==> src/rtl/mem_access_ctrl_if.sv <==
// Data-memory request/response bus between the memory-stage controller (master)
// and the data memory (slave).
interface mem_access_ctrl_if #(
    parameter int ADDR_W = 32,
    parameter int DATA_W = 32
);
    logic              req_valid_o;
    logic [ADDR_W-1:0] req_addr_o;
    logic              req_we_o;
    logic [3:0]        req_mask_o;
    logic [DATA_W-1:0] req_wdata_o;
    logic              req_ready_i;
    logic              resp_valid_i;
    logic [DATA_W-1:0] resp_data_i;

    modport master (
        output req_valid_o, req_addr_o, req_we_o, req_mask_o, req_wdata_o,
        input  req_ready_i, resp_valid_i, resp_data_i
    );

    modport slave (
        input  req_valid_o, req_addr_o, req_we_o, req_mask_o, req_wdata_o,
        output req_ready_i, resp_valid_i, resp_data_i
    );
endinterface

==> src/rtl/mem_access_ctrl.sv <==
// Memory-stage controller: issues one data-memory access per decoded memory op,
// stalls the pipeline while it is outstanding and returns load results for writeback.
module mem_access_ctrl #(
    parameter int ADDR_W  = 32,
    parameter int DATA_W  = 32,
    parameter int RD_W    = 5,
    parameter int TIMEOUT = 64
) (
    input  logic              clk,
    input  logic              reset,
    input  logic              mem_op_valid_i,
    input  logic              is_load_i,
    input  logic              is_store_i,
    input  logic              is_byte_i,
    input  logic [ADDR_W-1:0] addr_i,
    input  logic [DATA_W-1:0] store_data_i,
    input  logic [RD_W-1:0]   rd_i,
    mem_access_ctrl_if.master mem,
    output logic              stall_o,
    output logic              wb_valid_o,
    output logic [RD_W-1:0]   wb_rd_o,
    output logic [DATA_W-1:0] wb_data_o,
    output logic              err_o
);
    localparam logic [1:0] IDLE = 2'd0;
    localparam logic [1:0] REQ  = 2'd1;
    localparam logic [1:0] WAIT = 2'd2;
    localparam logic [1:0] DONE = 2'd3;

    localparam int              CNT_W    = $clog2(TIMEOUT + 1);
    localparam logic [CNT_W-1:0] CNT_LAST = CNT_W'(TIMEOUT - 1);

    logic [1:0]        state;
    logic [CNT_W-1:0]  cnt;
    logic              err_pend;

    logic [ADDR_W-1:0] addr_q;
    logic [DATA_W-1:0] sdata_q;
    logic [RD_W-1:0]   rd_q;
    logic              is_load_q;
    logic              is_store_q;
    logic              is_byte_q;
    logic [DATA_W-1:0] rdata_q;

    logic misaligned;
    assign misaligned = !is_byte_i && (addr_i[1:0] != 2'b00);

    // LBU picks the addressed byte lane and zero-extends it; LW passes the word through.
    function automatic logic [DATA_W-1:0] load_format(input logic [DATA_W-1:0] d,
                                                      input logic is_byte,
                                                      input logic [1:0] off);
        logic [DATA_W-1:0] sh;
        sh = d >> {off, 3'b000};
        return is_byte ? {{(DATA_W-8){1'b0}}, sh[7:0]} : d;
    endfunction

    function automatic logic [3:0] lane_mask(input logic is_store, input logic is_byte,
                                             input logic [1:0] off);
        return (is_store && is_byte) ? (4'b0001 << off) : 4'hF;
    endfunction

    always_ff @(posedge clk) begin
        if (reset) begin
            state    <= IDLE;
            cnt      <= '0;
            err_pend <= 1'b0;
        end else begin
            case (state)
                IDLE: begin
                    if (mem_op_valid_i) begin
                        err_pend <= misaligned;
                        state    <= misaligned ? DONE : REQ;
                    end
                end
                REQ: begin
                    if (mem.req_ready_i) state <= mem.resp_valid_i ? DONE : WAIT;
                end
                WAIT: begin
                    if (mem.resp_valid_i) begin
                        state <= DONE;
                        cnt   <= '0;
                    end else if (cnt == CNT_LAST) begin
                        state    <= DONE;
                        err_pend <= 1'b1;
                        cnt      <= '0;
                    end else begin
                        cnt <= cnt + 1'b1;
                    end
                end
                default: begin
                    state    <= IDLE;
                    err_pend <= 1'b0;
                end
            endcase
        end
    end

    // Operand and result holding registers; outputs are qualified by state, so no reset needed.
    always_ff @(posedge clk) begin
        if (state == IDLE && mem_op_valid_i) begin
            addr_q     <= addr_i;
            sdata_q    <= store_data_i;
            rd_q       <= rd_i;
            is_load_q  <= is_load_i;
            is_store_q <= is_store_i;
            is_byte_q  <= is_byte_i;
        end
        if ((state == REQ && mem.req_ready_i && mem.resp_valid_i) ||
            (state == WAIT && mem.resp_valid_i)) begin
            rdata_q <= load_format(mem.resp_data_i, is_byte_q, addr_q[1:0]);
        end
    end

    always_comb begin
        mem.req_valid_o = 1'b0;
        mem.req_addr_o  = '0;
        mem.req_we_o    = 1'b0;
        mem.req_mask_o  = 4'h0;
        mem.req_wdata_o = '0;
        stall_o         = 1'b0;
        wb_valid_o      = 1'b0;
        wb_rd_o         = '0;
        wb_data_o       = '0;
        err_o           = 1'b0;
        case (state)
            IDLE: stall_o = mem_op_valid_i;
            REQ: begin
                stall_o         = 1'b1;
                mem.req_valid_o = 1'b1;
                mem.req_addr_o  = {addr_q[ADDR_W-1:2], 2'b00};
                mem.req_we_o    = is_store_q;
                mem.req_mask_o  = lane_mask(is_store_q, is_byte_q, addr_q[1:0]);
                mem.req_wdata_o = is_byte_q ? {(DATA_W/8){sdata_q[7:0]}} : sdata_q;
            end
            WAIT: stall_o = 1'b1;
            default: begin
                err_o = err_pend;
                if (is_load_q && !err_pend) begin
                    wb_valid_o = 1'b1;
                    wb_rd_o    = rd_q;
                    wb_data_o  = rdata_q;
                end
            end
        endcase
    end
endmodule

==> src/flat_wrapper.sv <==
// flat-port wrapper written by rule: the top's interface ports become plain ports
module mem_access_ctrl_flat 
#(
    parameter int ADDR_W  = 32,
    parameter int DATA_W  = 32,
    parameter int RD_W    = 5,
    parameter int TIMEOUT = 64
)
  (clk, reset, mem_op_valid_i, is_load_i, is_store_i, is_byte_i, addr_i, store_data_i, rd_i, stall_o, wb_valid_o, wb_rd_o, wb_data_o, err_o, mem_req_valid_o, mem_req_addr_o, mem_req_we_o, mem_req_mask_o, mem_req_wdata_o, mem_req_ready_i, mem_resp_valid_i, mem_resp_data_i);
  mem_access_ctrl_if #(.ADDR_W(ADDR_W), .DATA_W(DATA_W)) mem_i ();
  input  logic clk;
  input  logic reset;
  input  logic mem_op_valid_i;
  input  logic is_load_i;
  input  logic is_store_i;
  input  logic is_byte_i;
  input  logic [ADDR_W-1:0] addr_i;
  input  logic [DATA_W-1:0] store_data_i;
  input  logic [RD_W-1:0] rd_i;
  output logic stall_o;
  output logic wb_valid_o;
  output logic [RD_W-1:0] wb_rd_o;
  output logic [DATA_W-1:0] wb_data_o;
  output logic err_o;
  output wire logic [$bits(mem_i.req_valid_o)-1:0] mem_req_valid_o;
  output wire logic [$bits(mem_i.req_addr_o)-1:0] mem_req_addr_o;
  output wire logic [$bits(mem_i.req_we_o)-1:0] mem_req_we_o;
  output wire logic [$bits(mem_i.req_mask_o)-1:0] mem_req_mask_o;
  output wire logic [$bits(mem_i.req_wdata_o)-1:0] mem_req_wdata_o;
  input wire logic [$bits(mem_i.req_ready_i)-1:0] mem_req_ready_i;
  input wire logic [$bits(mem_i.resp_valid_i)-1:0] mem_resp_valid_i;
  input wire logic [$bits(mem_i.resp_data_i)-1:0] mem_resp_data_i;
  assign mem_req_valid_o = mem_i.req_valid_o;
  assign mem_req_addr_o = mem_i.req_addr_o;
  assign mem_req_we_o = mem_i.req_we_o;
  assign mem_req_mask_o = mem_i.req_mask_o;
  assign mem_req_wdata_o = mem_i.req_wdata_o;
  assign mem_i.req_ready_i = mem_req_ready_i;
  assign mem_i.resp_valid_i = mem_resp_valid_i;
  assign mem_i.resp_data_i = mem_resp_data_i;
  mem_access_ctrl #(.ADDR_W(ADDR_W), .DATA_W(DATA_W), .RD_W(RD_W), .TIMEOUT(TIMEOUT)) u_core (.clk(clk), .reset(reset), .mem_op_valid_i(mem_op_valid_i), .is_load_i(is_load_i), .is_store_i(is_store_i), .is_byte_i(is_byte_i), .addr_i(addr_i), .store_data_i(store_data_i), .rd_i(rd_i), .mem(mem_i), .stall_o(stall_o), .wb_valid_o(wb_valid_o), .wb_rd_o(wb_rd_o), .wb_data_o(wb_data_o), .err_o(err_o));
endmodule
==> config.mk <==
export PLATFORM = sky130hd
export DESIGN_NAME = mem_access_ctrl_flat
export DESIGN_NICKNAME = d
export VERILOG_FILES = /design/src/rtl/mem_access_ctrl_if.sv /design/src/rtl/mem_access_ctrl.sv /design/src/flat_wrapper.sv
export SDC_FILE = /design/constraint.sdc
export NUM_CORES = 1
export LEC_CHECK = 0
export CAP_MARGIN = 20
export CELL_PAD_IN_SITES_DETAIL_PLACEMENT = 1
export CELL_PAD_IN_SITES_GLOBAL_PLACEMENT = 2
export CORE_MARGIN = 10
export CORE_UTILIZATION = 39
export DETAILED_ROUTE_END_ITERATION = 10
export DONT_BUFFER_PORTS = 1
export HOLD_SLACK_MARGIN = 0.12
export PLACE_DENSITY = 0.82
export SYNTH_ARGS = -nofsm -noshare
export SYNTH_HDL_FRONTEND = slang
export SYNTH_SLANG_ARGS = --single-unit
==> constraint.sdc <==
create_clock -name clk -period 3.5 [get_ports clk]
set_clock_uncertainty 0.15 [all_clocks]
set_input_delay 0.175 -clock clk [delete_from_list [all_inputs] [get_ports clk]]
set_output_delay 0.175 -clock clk [all_outputs]
set_load 0.1 [all_outputs]
==> results.txt <==
----------------------------------------------------
[Outcome]
  Run status ... finished, final reports clean

[Route]
  Routed met2 length ... 10350 um
  Post-detailed-route DRC marker count ... 0
  Number of DRC markers in iteration 0 ... 223
  Via density ... 5.030
  First-pass detailed-route iteration total ... 4
  Routed wire length on met3 ... 1323 um
  Wire length per cell after detailed routing ... 22.51 um
  Post-detailed-routing wire length ... 18800 um
  Post-DRT Antenna Nets ... 0
  Routed length on met1 ... 6745 um
  Via total after detailed routing ... 4200
  Max Used Layer ... met4

[Critical path]
  Master of the slowest instance on the critical path ... sky130_fd_sc_hd__dlygate4sd3_1
  Worst-path cell chain ... inv_1 -> ha_1 -> nor3b_1 -> dlygate4sd3_1 -> nor4_1 -> dlygate4sd3_1 -> nor4_1 -> dlygate4sd3_1
  Maximum fanout count along the critical path ... 4
  Type of the worst setup path ... register to register
  Element type at the critical path end ... register
  Cell family contributing the most delay on the critical path ... buffers and inverters
  Total buffers and inverters traversed by the critical path ... 4
  Cell repeated most along the worst path ... sky130_fd_sc_hd__dlygate4sd3_1
  CP Data Required Time ... 3.65 ns
  Delay of the slowest cell on the worst path ... 0.59 ns
  Stages on the worst setup path ... 8
  Worst Reg-to-Reg Cells ... 8
  Type of element launching the critical path ... register
  Arrival time reported for the critical path endpoint ... 3.25 ns

[STA]
  Setup violations, final ... 0
  Worst Tran Pin Value ... 1.053 ns
  RSZ-0062 raised after global routing ... false
  Worst slew margin ... 29.79%
  Endpoints failing hold ... 0
  Final Critical Period ... 3.107 ns
  Highest clock frequency the design can meet ... 0.3218 GHz
  Hold_ws ... 0.2373 ns
  Number of pins exceeding their max-slew limit in the final report ... 0
  Fraction of the cycle the final worst path needs ... 88.78%

[Finish]
  Multi-input gate area in the final layout ... 1805 um^2
  Storage cell area ... 3323 um^2
  Area delta synth->final ... 54.31%
  Number of nets in the final layout ... 759
  Final cell count without fillers ... 835
  Final Core Density ... 60.89%
  Finished Cell Area ... 7999 um^2
  Fill cell instance count of the final layout ... 1303
  Proportion of layout cells with a drive suffix above 1 ... 27.55%

[Logic synthesis]
  Synth area leaders ... sky130_fd_sc_hd__edfxtp_1 (60%), sky130_fd_sc_hd__and2_1 (9.4%), sky130_fd_sc_hd__dfxtp_1 (3.9%)
  Most frequent cells after synthesis ... sky130_fd_sc_hd__edfxtp_1 (104), sky130_fd_sc_hd__and2_1 (78), sky130_fd_sc_hd__nand2b_1 (28)
  Mean area per synthesized cell ... 12.17 um^2
  Count leader, synth ... sky130_fd_sc_hd__edfxtp_1
  Register area share after synthesis ... 64.11%
  Most common flop cell mapped by yosys ... sky130_fd_sc_hd__edfxtp_1
  Number of warnings printed during yosys synthesis ... 0
  Cell variety after synth ... 39
  Yosys top cell by area ... sky130_fd_sc_hd__edfxtp_1
  Synth Register Bits ... 114
  Post-synthesis async set-or-reset flop share ... 0%
  Cell Area, Synth ... 5184 um^2
  Synthesized netlist cell count ... 426
  Top cell type's share of synthesized area ... 60.25%
  Number of enable-type register cells in the synthesized netlist ... 104

[CTS]
  CTS hold repair buffers ... 114
  Clock tree from TritonCTS ... built
  Post-CTS setup buffers ... 0
  Clock network latency to the later pin of the worst-skew pair ... 0.41 ns
  Clock slew seen by the registers of the worst setup and hold paths ... 0.06 ns
  CTS resizes ... 0
  Library cell used as clock root buffer ... sky130_fd_sc_hd__clkbuf_16
  Clock Tree Buf Depth ... 2
  Total clock sinks ... 114
  Depth of the CTS H-tree ... 4
  Number of buffers added by the clock tree synthesis step ... 17

[Min path]
  Hold Path Depth ... 1
  Path category of the worst min-delay check ... primary input to register

[Power and ir drop]
  Max VDD drop ... 0.5369 mV
  Logic pwr share ... 49.6%
  Switching power summed over all nets ... 3.499 mW
  Flop pwr share ... 26.8%
  Overall power ... 7.234 mW
  Clock power share ... 23.6%
  Static power due to leakage ... 3.146 nW
  Pint ... 3.735 mW
  Cell Pwr Density ... 904.4 nW/um^2
  Switching portion of total power ... 48.36%

[Place]
  DP Cell Count ... 687
  Final weighted congestion in routability-driven placement ... 0.7618
  Placed instance area ... 6251 um^2
  Number of port buffers ... 0
  Post-DP HPWL ... 11410 um

[Die]
  Die extent in x ... 135.3 um
  Area inside the core boundary ... 13140 um^2
  Die Outline Area ... 18300 um^2
  Initial Util ... 39.46%
  Die Span Y ... 135.3 um
  Number of I/O pins ... 219
  FP Rows ... 42

[Global routing]
  Maximum number of pins on one net before global-route repair ... 73
  Antenna violations before repair ... 2
  Global-route wire length before repair ... 28500 um
  Global-route total usage across every layer ... 20.61%
  Global route overflow ... 0
  Vias in the first global route ... 4734

[Job]
  Number of maximum-capacitance violations ... 0

----------------------------------------------------
-- worst register-to-register path: stages (launching register included) --
cell and delay, ns:
sky130_fd_sc_hd__dfxtp_1 0.39, sky130_fd_sc_hd__inv_1 0.09, sky130_fd_sc_hd__ha_1 0.24, sky130_fd_sc_hd__nor3b_1 0.14
sky130_fd_sc_hd__dlygate4sd3_1 0.58, sky130_fd_sc_hd__nor4_1 0.18, sky130_fd_sc_hd__dlygate4sd3_1 0.59, sky130_fd_sc_hd__nor4_1 0.04
sky130_fd_sc_hd__dlygate4sd3_1 0.58
-- state kept, by name (all words and copies together), names as in the netlist --
signal,flops
u_core.is_load_q,1
u_core.is_byte_q,1
u_core.cnt,7
u_core.err_pend,1
u_core.rd_q,5
u_core.sdata_q,32
u_core.state,2
u_core.rdata_q,32
u_core.is_store_q,1
u_core.addr_q,32
-- placed cells by master, fill, tap and decap left out, types with 3 or more instances in the layout --
cell	netlist	routed
sky130_fd_sc_hd__edfxtp_1	104	104
sky130_fd_sc_hd__clkinv_1	0	3
sky130_fd_sc_hd__ha_1	5	4
sky130_fd_sc_hd__bufinv_16	0	3
sky130_fd_sc_hd__a21boi_2	0	24
sky130_fd_sc_hd__inv_1	13	13
sky130_fd_sc_hd__nand3_1	10	10
sky130_fd_sc_hd__nor2b_1	20	18
sky130_fd_sc_hd__and2_1	78	77
sky130_fd_sc_hd__nand2b_1	28	28
sky130_fd_sc_hd__o21ai_0	13	13
sky130_fd_sc_hd__mux2i_1	3	3
sky130_fd_sc_hd__mux2_2	7	7
sky130_fd_sc_hd__clkinvlp_4	0	4
sky130_fd_sc_hd__nor2_1	20	17
sky130_fd_sc_hd__o22ai_1	7	7
sky130_fd_sc_hd__dlygate4sd3_1	0	114
sky130_fd_sc_hd__nand2_1	16	16
sky130_fd_sc_hd__dfxtp_1	10	10
sky130_fd_sc_hd__a21oi_1	16	16
sky130_fd_sc_hd__clkbuf_16	0	17
sky130_fd_sc_hd__buf_4	2	111
-- per-layer routing --
layer  vias to the layer above  GRT usage, %
met5                         -             0
met4                         0         8.732
met3                        23         6.751
met2                       170         38.25
met1                      2086         20.53
li1                       1921             -
-- kinds of logic after synthesis --
family	after synthesis	synth area share (%)
compound gates	70	8.520
fa+ha+maj	5	1.207
buf+inv	41	3.283
flops	114	64.11
mux	10	2.100
other cells	1	0.07234
simple gates	185	20.71
-- through the flow --
| stage | setup TNS, ns | setup WS, ns |
|---|---|---|
| after floorplan | -0.04222 | -0.04222 |
| after global placement | 0 | 1.264 |
| after detailed placement | 0 | 1.155 |
| after CTS | 0 | 0.4456 |
| after global routing | 0 | 0.2386 |
| final | 0 | 0.3926 |
-- worst paths after layout --
kind / startpoint / endpoint / slack [ns]
max: u_core.state[0] / u_core.err_pend / 0.39
min: store_data_i[1] / u_core.sdata_q[1] / 0.24
min reg2reg: u_core.cnt[6] / u_core.cnt[6] / 0.30
max reg2reg: u_core.state[0] / u_core.err_pend / 0.39
-- area by class of cell --
type / count / area share (%)
diodes: 2 / 0.06257
clock buffers: 19 / 5.412
clock inverters: 12 / 1.768
inverters: 13 / 0.6100
multi-input cells: 272 / 22.57
flip-flops and latches: 114 / 41.55
well taps: 176 / 2.753
repair buffers: 227 / 25.28
-- power groups by stage --
stage | combinational [mW] | clock, mW | sequential, mW
after floorplan | 2.74 | 0 | 1.90
after global placement | 3.34 | 0 | 1.95
after detailed placement | 3.38 | 0 | 1.97
after CTS | 3.55 | 1.72 | 1.94
after global routing | 3.74 | 1.79 | 1.96
final | 3.59 | 1.71 | 1.94
Power figures use the tool's default switching activity.
